**src/rtl/bootrom_arbiter_if.sv**
```systemverilog
// Signal bundle between the CPU/host requesters, the boot ROM pins and bootrom_arbiter.
// Handshake: a requester raises req with stable we/addr/wdata and keeps it high until it sees a
// one-cycle ack; rdata/err are valid only with ack, and a req still high after ack counts as a new request.
interface bootrom_arbiter_if;
    logic        cpu_req;
    logic        cpu_we;
    logic [3:0]  cpu_addr;
    logic [15:0] cpu_wdata;
    logic        cpu_ack;
    logic [15:0] cpu_rdata;
    logic        cpu_err;

    logic        host_req;
    logic        host_we;
    logic [3:0]  host_addr;
    logic [15:0] host_wdata;
    logic        host_ack;
    logic [15:0] host_rdata;
    logic        host_err;

    logic        rom_cs;
    logic        rom_we;
    logic [3:0]  rom_addr;
    logic [15:0] rom_din;
    logic [15:0] rom_dout;

    modport slave (
        input  cpu_req, cpu_we, cpu_addr, cpu_wdata,
        output cpu_ack, cpu_rdata, cpu_err,
        input  host_req, host_we, host_addr, host_wdata,
        output host_ack, host_rdata, host_err,
        output rom_cs, rom_we, rom_addr, rom_din,
        input  rom_dout
    );

    modport master (
        output cpu_req, cpu_we, cpu_addr, cpu_wdata,
        input  cpu_ack, cpu_rdata, cpu_err,
        output host_req, host_we, host_addr, host_wdata,
        input  host_ack, host_rdata, host_err,
        input  rom_cs, rom_we, rom_addr, rom_din,
        output rom_dout
    );
endinterface

```
**src/rtl/bootrom_arbiter.sv**
```systemverilog
// Round-robin CPU/host arbiter for the 16-word boot ROM with per-word write protection.
// Every output is a register; the ROM pins are loaded on the grant edge, the ack one cycle after ACCESS ends.
module bootrom_arbiter #(
    parameter logic [15:0] WRITABLE_MASK = 16'h0080
) (
    input  logic             romclk,
    input  logic             rst,
    bootrom_arbiter_if.slave bus,
    output logic [1:0]       dbg_state
);
    typedef enum logic [1:0] {
        IDLE   = 2'd0,
        ACCESS = 2'd1,
        RESP   = 2'd2
    } state_t;

    localparam logic CPU  = 1'b0;
    localparam logic HOST = 1'b1;

    state_t      state;
    state_t      state_nxt;

    logic        last;
    logic        owner;
    logic        cmd_we;
    logic [3:0]  cmd_addr;
    logic        err_flag;
    logic [15:0] resp_data;

    logic        any_req;
    logic        winner;
    logic        win_we;
    logic [3:0]  win_addr;
    logic [15:0] win_wdata;
    logic        win_ok;

    logic        load_cmd;
    logic        capture;
    logic        rom_cs_nxt;
    logic        rom_we_nxt;
    logic [3:0]  rom_addr_nxt;
    logic [15:0] rom_din_nxt;
    logic        cpu_ack_nxt;
    logic        cpu_err_nxt;
    logic [15:0] cpu_rdata_nxt;
    logic        host_ack_nxt;
    logic        host_err_nxt;
    logic [15:0] host_rdata_nxt;

    // On a tie the port that was not served last wins.
    always_comb begin : arbitrate
        any_req = bus.cpu_req | bus.host_req;
        if (bus.cpu_req && bus.host_req) begin
            winner = ~last;
        end else if (bus.host_req) begin
            winner = HOST;
        end else begin
            winner = CPU;
        end
        win_we    = (winner == HOST) ? bus.host_we    : bus.cpu_we;
        win_addr  = (winner == HOST) ? bus.host_addr  : bus.cpu_addr;
        win_wdata = (winner == HOST) ? bus.host_wdata : bus.cpu_wdata;
        win_ok    = ~win_we | WRITABLE_MASK[win_addr];
    end

    always_ff @(posedge romclk or posedge rst) begin : state_reg
        if (rst) begin
            state <= IDLE;
        end else begin
            state <= state_nxt;
        end
    end

    always_comb begin : fsm_next
        state_nxt      = state;
        load_cmd       = 1'b0;
        capture        = 1'b0;
        rom_cs_nxt     = 1'b0;
        rom_we_nxt     = 1'b0;
        rom_addr_nxt   = 4'd0;
        rom_din_nxt    = 16'd0;
        cpu_ack_nxt    = 1'b0;
        cpu_err_nxt    = 1'b0;
        cpu_rdata_nxt  = 16'd0;
        host_ack_nxt   = 1'b0;
        host_err_nxt   = 1'b0;
        host_rdata_nxt = 16'd0;
        case (state)
            IDLE: begin
                if (any_req) begin
                    state_nxt    = ACCESS;
                    load_cmd     = 1'b1;
                    // A protected write keeps the chip deselected so the ROM never sees it.
                    rom_cs_nxt   = win_ok;
                    rom_we_nxt   = win_we & win_ok;
                    rom_addr_nxt = win_addr;
                    rom_din_nxt  = (win_we && win_ok) ? win_wdata : 16'd0;
                end
            end
            ACCESS: begin
                state_nxt = RESP;
                capture   = 1'b1;
            end
            RESP: begin
                state_nxt      = IDLE;
                cpu_ack_nxt    = (owner == CPU);
                cpu_err_nxt    = (owner == CPU) & err_flag;
                cpu_rdata_nxt  = (owner == CPU) ? resp_data : 16'd0;
                host_ack_nxt   = (owner == HOST);
                host_err_nxt   = (owner == HOST) & err_flag;
                host_rdata_nxt = (owner == HOST) ? resp_data : 16'd0;
            end
            default: begin
                state_nxt = IDLE;
            end
        endcase
    end

    always_ff @(posedge romclk or posedge rst) begin : datapath
        if (rst) begin
            last           <= HOST;
            owner          <= CPU;
            cmd_we         <= 1'b0;
            cmd_addr       <= 4'd0;
            err_flag       <= 1'b0;
            resp_data      <= 16'd0;
            bus.rom_cs     <= 1'b0;
            bus.rom_we     <= 1'b0;
            bus.rom_addr   <= 4'd0;
            bus.rom_din    <= 16'd0;
            bus.cpu_ack    <= 1'b0;
            bus.cpu_err    <= 1'b0;
            bus.cpu_rdata  <= 16'd0;
            bus.host_ack   <= 1'b0;
            bus.host_err   <= 1'b0;
            bus.host_rdata <= 16'd0;
        end else begin
            if (load_cmd) begin
                owner    <= winner;
                last     <= winner;
                cmd_we   <= win_we;
                cmd_addr <= win_addr;
            end
            if (capture) begin
                resp_data <= cmd_we ? 16'd0 : bus.rom_dout;
                err_flag  <= cmd_we & ~WRITABLE_MASK[cmd_addr];
            end
            bus.rom_cs     <= rom_cs_nxt;
            bus.rom_we     <= rom_we_nxt;
            bus.rom_addr   <= rom_addr_nxt;
            bus.rom_din    <= rom_din_nxt;
            bus.cpu_ack    <= cpu_ack_nxt;
            bus.cpu_err    <= cpu_err_nxt;
            bus.cpu_rdata  <= cpu_rdata_nxt;
            bus.host_ack   <= host_ack_nxt;
            bus.host_err   <= host_err_nxt;
            bus.host_rdata <= host_rdata_nxt;
        end
    end

    assign dbg_state = state;
endmodule

```
**src/flat_wrapper.sv**
```systemverilog
// flat-port wrapper written by rule: the top's interface ports become plain ports
module bootrom_arbiter_flat 
#(
    parameter logic [15:0] WRITABLE_MASK = 16'h0080
)
  (romclk, rst, dbg_state, bus_cpu_req, bus_cpu_we, bus_cpu_addr, bus_cpu_wdata, bus_cpu_ack, bus_cpu_rdata, bus_cpu_err, bus_host_req, bus_host_we, bus_host_addr, bus_host_wdata, bus_host_ack, bus_host_rdata, bus_host_err, bus_rom_cs, bus_rom_we, bus_rom_addr, bus_rom_din, bus_rom_dout);
  bootrom_arbiter_if bus_i ();
  input  logic romclk;
  input  logic rst;
  output logic [1:0] dbg_state;
  input wire logic [$bits(bus_i.cpu_req)-1:0] bus_cpu_req;
  input wire logic [$bits(bus_i.cpu_we)-1:0] bus_cpu_we;
  input wire logic [$bits(bus_i.cpu_addr)-1:0] bus_cpu_addr;
  input wire logic [$bits(bus_i.cpu_wdata)-1:0] bus_cpu_wdata;
  output wire logic [$bits(bus_i.cpu_ack)-1:0] bus_cpu_ack;
  output wire logic [$bits(bus_i.cpu_rdata)-1:0] bus_cpu_rdata;
  output wire logic [$bits(bus_i.cpu_err)-1:0] bus_cpu_err;
  input wire logic [$bits(bus_i.host_req)-1:0] bus_host_req;
  input wire logic [$bits(bus_i.host_we)-1:0] bus_host_we;
  input wire logic [$bits(bus_i.host_addr)-1:0] bus_host_addr;
  input wire logic [$bits(bus_i.host_wdata)-1:0] bus_host_wdata;
  output wire logic [$bits(bus_i.host_ack)-1:0] bus_host_ack;
  output wire logic [$bits(bus_i.host_rdata)-1:0] bus_host_rdata;
  output wire logic [$bits(bus_i.host_err)-1:0] bus_host_err;
  output wire logic [$bits(bus_i.rom_cs)-1:0] bus_rom_cs;
  output wire logic [$bits(bus_i.rom_we)-1:0] bus_rom_we;
  output wire logic [$bits(bus_i.rom_addr)-1:0] bus_rom_addr;
  output wire logic [$bits(bus_i.rom_din)-1:0] bus_rom_din;
  input wire logic [$bits(bus_i.rom_dout)-1:0] bus_rom_dout;
  assign bus_i.cpu_req = bus_cpu_req;
  assign bus_i.cpu_we = bus_cpu_we;
  assign bus_i.cpu_addr = bus_cpu_addr;
  assign bus_i.cpu_wdata = bus_cpu_wdata;
  assign bus_cpu_ack = bus_i.cpu_ack;
  assign bus_cpu_rdata = bus_i.cpu_rdata;
  assign bus_cpu_err = bus_i.cpu_err;
  assign bus_i.host_req = bus_host_req;
  assign bus_i.host_we = bus_host_we;
  assign bus_i.host_addr = bus_host_addr;
  assign bus_i.host_wdata = bus_host_wdata;
  assign bus_host_ack = bus_i.host_ack;
  assign bus_host_rdata = bus_i.host_rdata;
  assign bus_host_err = bus_i.host_err;
  assign bus_rom_cs = bus_i.rom_cs;
  assign bus_rom_we = bus_i.rom_we;
  assign bus_rom_addr = bus_i.rom_addr;
  assign bus_rom_din = bus_i.rom_din;
  assign bus_i.rom_dout = bus_rom_dout;
  bootrom_arbiter #(.WRITABLE_MASK(WRITABLE_MASK)) u_core (.romclk(romclk), .rst(rst), .bus(bus_i), .dbg_state(dbg_state));
endmodule
```
**config.mk**
```make
export PLATFORM = sky130hd
export DESIGN_NAME = bootrom_arbiter_flat
export DESIGN_NICKNAME = d
export VERILOG_FILES = /design/src/rtl/bootrom_arbiter_if.sv /design/src/rtl/bootrom_arbiter.sv /design/src/flat_wrapper.sv
export SDC_FILE = /design/constraint.sdc
export NUM_CORES = 1
export LEC_CHECK = 0
export ABC_AREA = 1
export CORE_AREA = 2 2 96 121
export DETAILED_ROUTE_END_ITERATION = 10
export DIE_AREA = 0 0 98 123
export SLEW_MARGIN = 5
export SYNTH_ARGS = -nofsm -noshare
export SYNTH_HDL_FRONTEND = slang
export SYNTH_SLANG_ARGS = --single-unit
```
**constraint.sdc**
```tcl
create_clock -name romclk -period 6.8 [get_ports romclk]
set_input_delay 1.36 -clock romclk [delete_from_list [all_inputs] [get_ports romclk]]
set_output_delay 1.36 -clock romclk [all_outputs]
set_load 0.05 [all_outputs]
```
==> impl_metrics.json <==
{
  "status": "finished, final reports clean",
  "num_antenna_cells": 0,
  "synthSimpleGateAreaFrac": 0.2236,
  "die_width_um": 98,
  "fin_util": 0.4428,
  "report.power.total_mw": 1.702,
  "vias_per_cell": 4.152,
  "worst_slack_ns": 3.831,
  "synthMuxAreaShare": 0,
  "cts_tree": "done",
  "area_growth_pct": 51.63,
  "boundaryPins": 122,
  "dp_hpwl_um": 5153,
  "vias": 2425,
  "final.period_utilization": 0.4366,
  "yosysWarnings": 0,
  "drt_iter0_drc": 112,
  "antenna_found_initial": 0,
  "initial_core_util": 0.2920,
  "post-place-cells": 570,
  "fp.dieH_um": 123,
  "required_ns": 7.02,
  "ir_drop_mv": 0.1529,
  "drc": 0,
  "critPathMaxFanout": 22,
  "period_needed_ns": 2.969,
  "synth_compound_area_frac": 0.04080,
  "final_max_slew_viol_count": 0,
  "core_sq_um": 10920,
  "fmax_mhz": 336.8,
  "grt_usage": 0.1270,
  "cts-resized-gates": 0,
  "postCtsSetupBuffers": 0,
  "async_reset_ff_frac": 1.000,
  "final_hold_viol_count": 0,
  "yosysSeqAreaShare": 0.6595,
  "portBuffers": 121,
  "synth_top_area_cell": "dfrtp_1",
  "fin_nets": 508,
  "path_class": "in -> reg",
  "place_congestion": 0.7317,
  "worstSetupEndpointType": "flip-flop",
  "drt.antenna.violating_nets": 0,
  "ys_ff_latch": 84,
  "design_area_sq_um": 4836,
  "worst_pin_slew_ns": 1.019,
  "grt_pass1_vias": 2445,
  "skew_ns": 0.003822,
  "drive_gt1_frac": 0.08909,
  "hold_path_startpoint": "u_core.owner",
  "pre_cts_ws_ns": 3.452,
  "arrival_ns": 3.19,
  "relSlewSlack": 0.3208,
  "cts.root.buffer_cell": "clkbuf_16",
  "setup_tns_ns": 0,
  "start_kind": "primary input",
  "synth.distinct_cells": 22,
  "rsz0062_at_grt": "false",
  "overflow": 0,
  "grt_first_pass_wirelength_um": 11860,
  "synth_nets": 385,
  "syn_area_per_cell_sq_um": 9.874,
  "maxCapViolCount": 0,
  "htree_levels": 3,
  "r2r_setup_slack_ns": 4.80,
  "synth_area_leaders": "dfrtp_1, nand2_1, nor2_1",
  "dieArea_sq_um": 12050,
  "netlist.area_leader.share": 0.6512,
  "p_leak_nw": 2.307,
  "cts_buffers": 9,
  "grt_max_degree": 85,
  "dr.pass1.iters": 4,
  "fin_hold_ws_ns": 0.4386,
  "synth_fa_ha_area_frac": 0,
  "min_path_type": "reg -> reg",
  "holdBufCountCts": 0,
  "fp-row-count": 43,
  "cp-startpoint": "bus_cpu_req",
  "routedWlPerCell_um": 12.43,
  "power_density_nw_per_um2": 351.9,
  "synth_top_family_by_area": "simple AND/OR/NAND/NOR gates",
  "cts_num_sinks": 84,
  "clk_pin_slew_ns": 0.06,
  "fin_cells": 584,
  "setup_viol": 0,
  "cts_buffer_depth": 2,
  "r2r_start": "u_core.last",
  "wirelength_um": 7261,
  "place_area_sq_um": 4526,
  "clk-insertion-delay-late_ns": 0.33,
  "synth_cells": 323,
  "synth_edf_count": 0,
  "synth_area_sq_um": 3189,
  "synth_xor_area_frac": 0,
  "ys.flop_type": "dfrtp_1"
}
[Yosys cell counts, types with 3 or more instances]
cell,number
clkinv_1,4
nor2_1,49
clkbuf_1,6
inv_1,44
nor2_2,10
nand2_2,3
nand2_1,63
dfrtp_1,83
nand3_1,18
nand3b_1,4
o21ai_0,22
nand2_4,4
[critical path, cell delays in order]
cell and delay (ns):
clkdlybuf4s50_1 0.49, nand2_2 0.10, nand2_2 0.35, clkinv_1 0.52
nand2_1 0.20, nand2_1 0.06, inv_1 0.06, nor2_2 0.04
[power breakdown]
| group | switching [mW] | internal [mW] |
|---|---|---|
| clock | 0.179 | 0.320 |
| combinational | 0.387 | 0.173 |
| sequential | 0.0372 | 0.605 |
| total | 0.604 | 1.10 |
[routing by layer]
layer | share of wire | global-route usage | up-vias
met1 | 0.42 | 0.1518 | 1108
met3 | 0.075 | 0.04353 | 9
li1 | - | - | 1216
met5 | 0 | 0 | -
met4 | 0.016 | 0.06510 | 0
met2 | 0.49 | 0.2042 | 92
[layout make-up]
type	instances	area (sq um)
fill	1072	6086
sequential	84	2103
timing repair buffer	123	1226
multi-input combinational	180	845.8
clock buffer	13	280.3
inverter	48	181.4
tap	135	168.9
clock inverter	1	30.03
[cell families (layout without fill, tap and decap cells)]
kind of cell           count (synthesis)  after routing
AOI/OAI and AO/OA                     25             25
buffers and inverters                 59            185
DFF                                   84             84
and+or+nand+nor                      155            155
[cell usage in the layout (no fill, tap or decap), drive strengths merged]
cell           Yosys  final
or2                1      1
a21oi              1      1
nand2             70     70
dfstp              1      1
clkdlybuf4s50      0    121
o21bai             1      1
nand3             19     19
nor2              61     61
o21ai             22     22
inv               44     43
dfrtp             83     83
clkbuf             6     13
clkinv             4      5
o211ai             1      1
buf                5      2
nand3b             4      4
bufinv             0      1
[flip-flops by register name (all words and copies together), names as in the netlist, 2 cells and up]
signal / flops
u_core.resp_data: 16
u_core.bus.rom_din: 16
u_core.cmd_addr: 4
u_core.bus.host_rdata: 16
u_core.dbg_state: 2
u_core.bus.cpu_rdata: 16
u_core.bus.rom_addr: 4
[final timing paths]
path                                             to  cells after the start
setup / recovery             u_core.bus.rom_din[14]                      8
hold / removal                   u_core.bus.cpu_ack                      1
setup reg to reg             u_core.bus.rom_din[14]                      7
hold reg to reg                  u_core.bus.cpu_ack                      1
max in group asynchronous  u_core.bus.cpu_rdata[12]                      3
min in group asynchronous     u_core.bus.rom_din[9]                      3
Power figures use the tool's default switching activity.
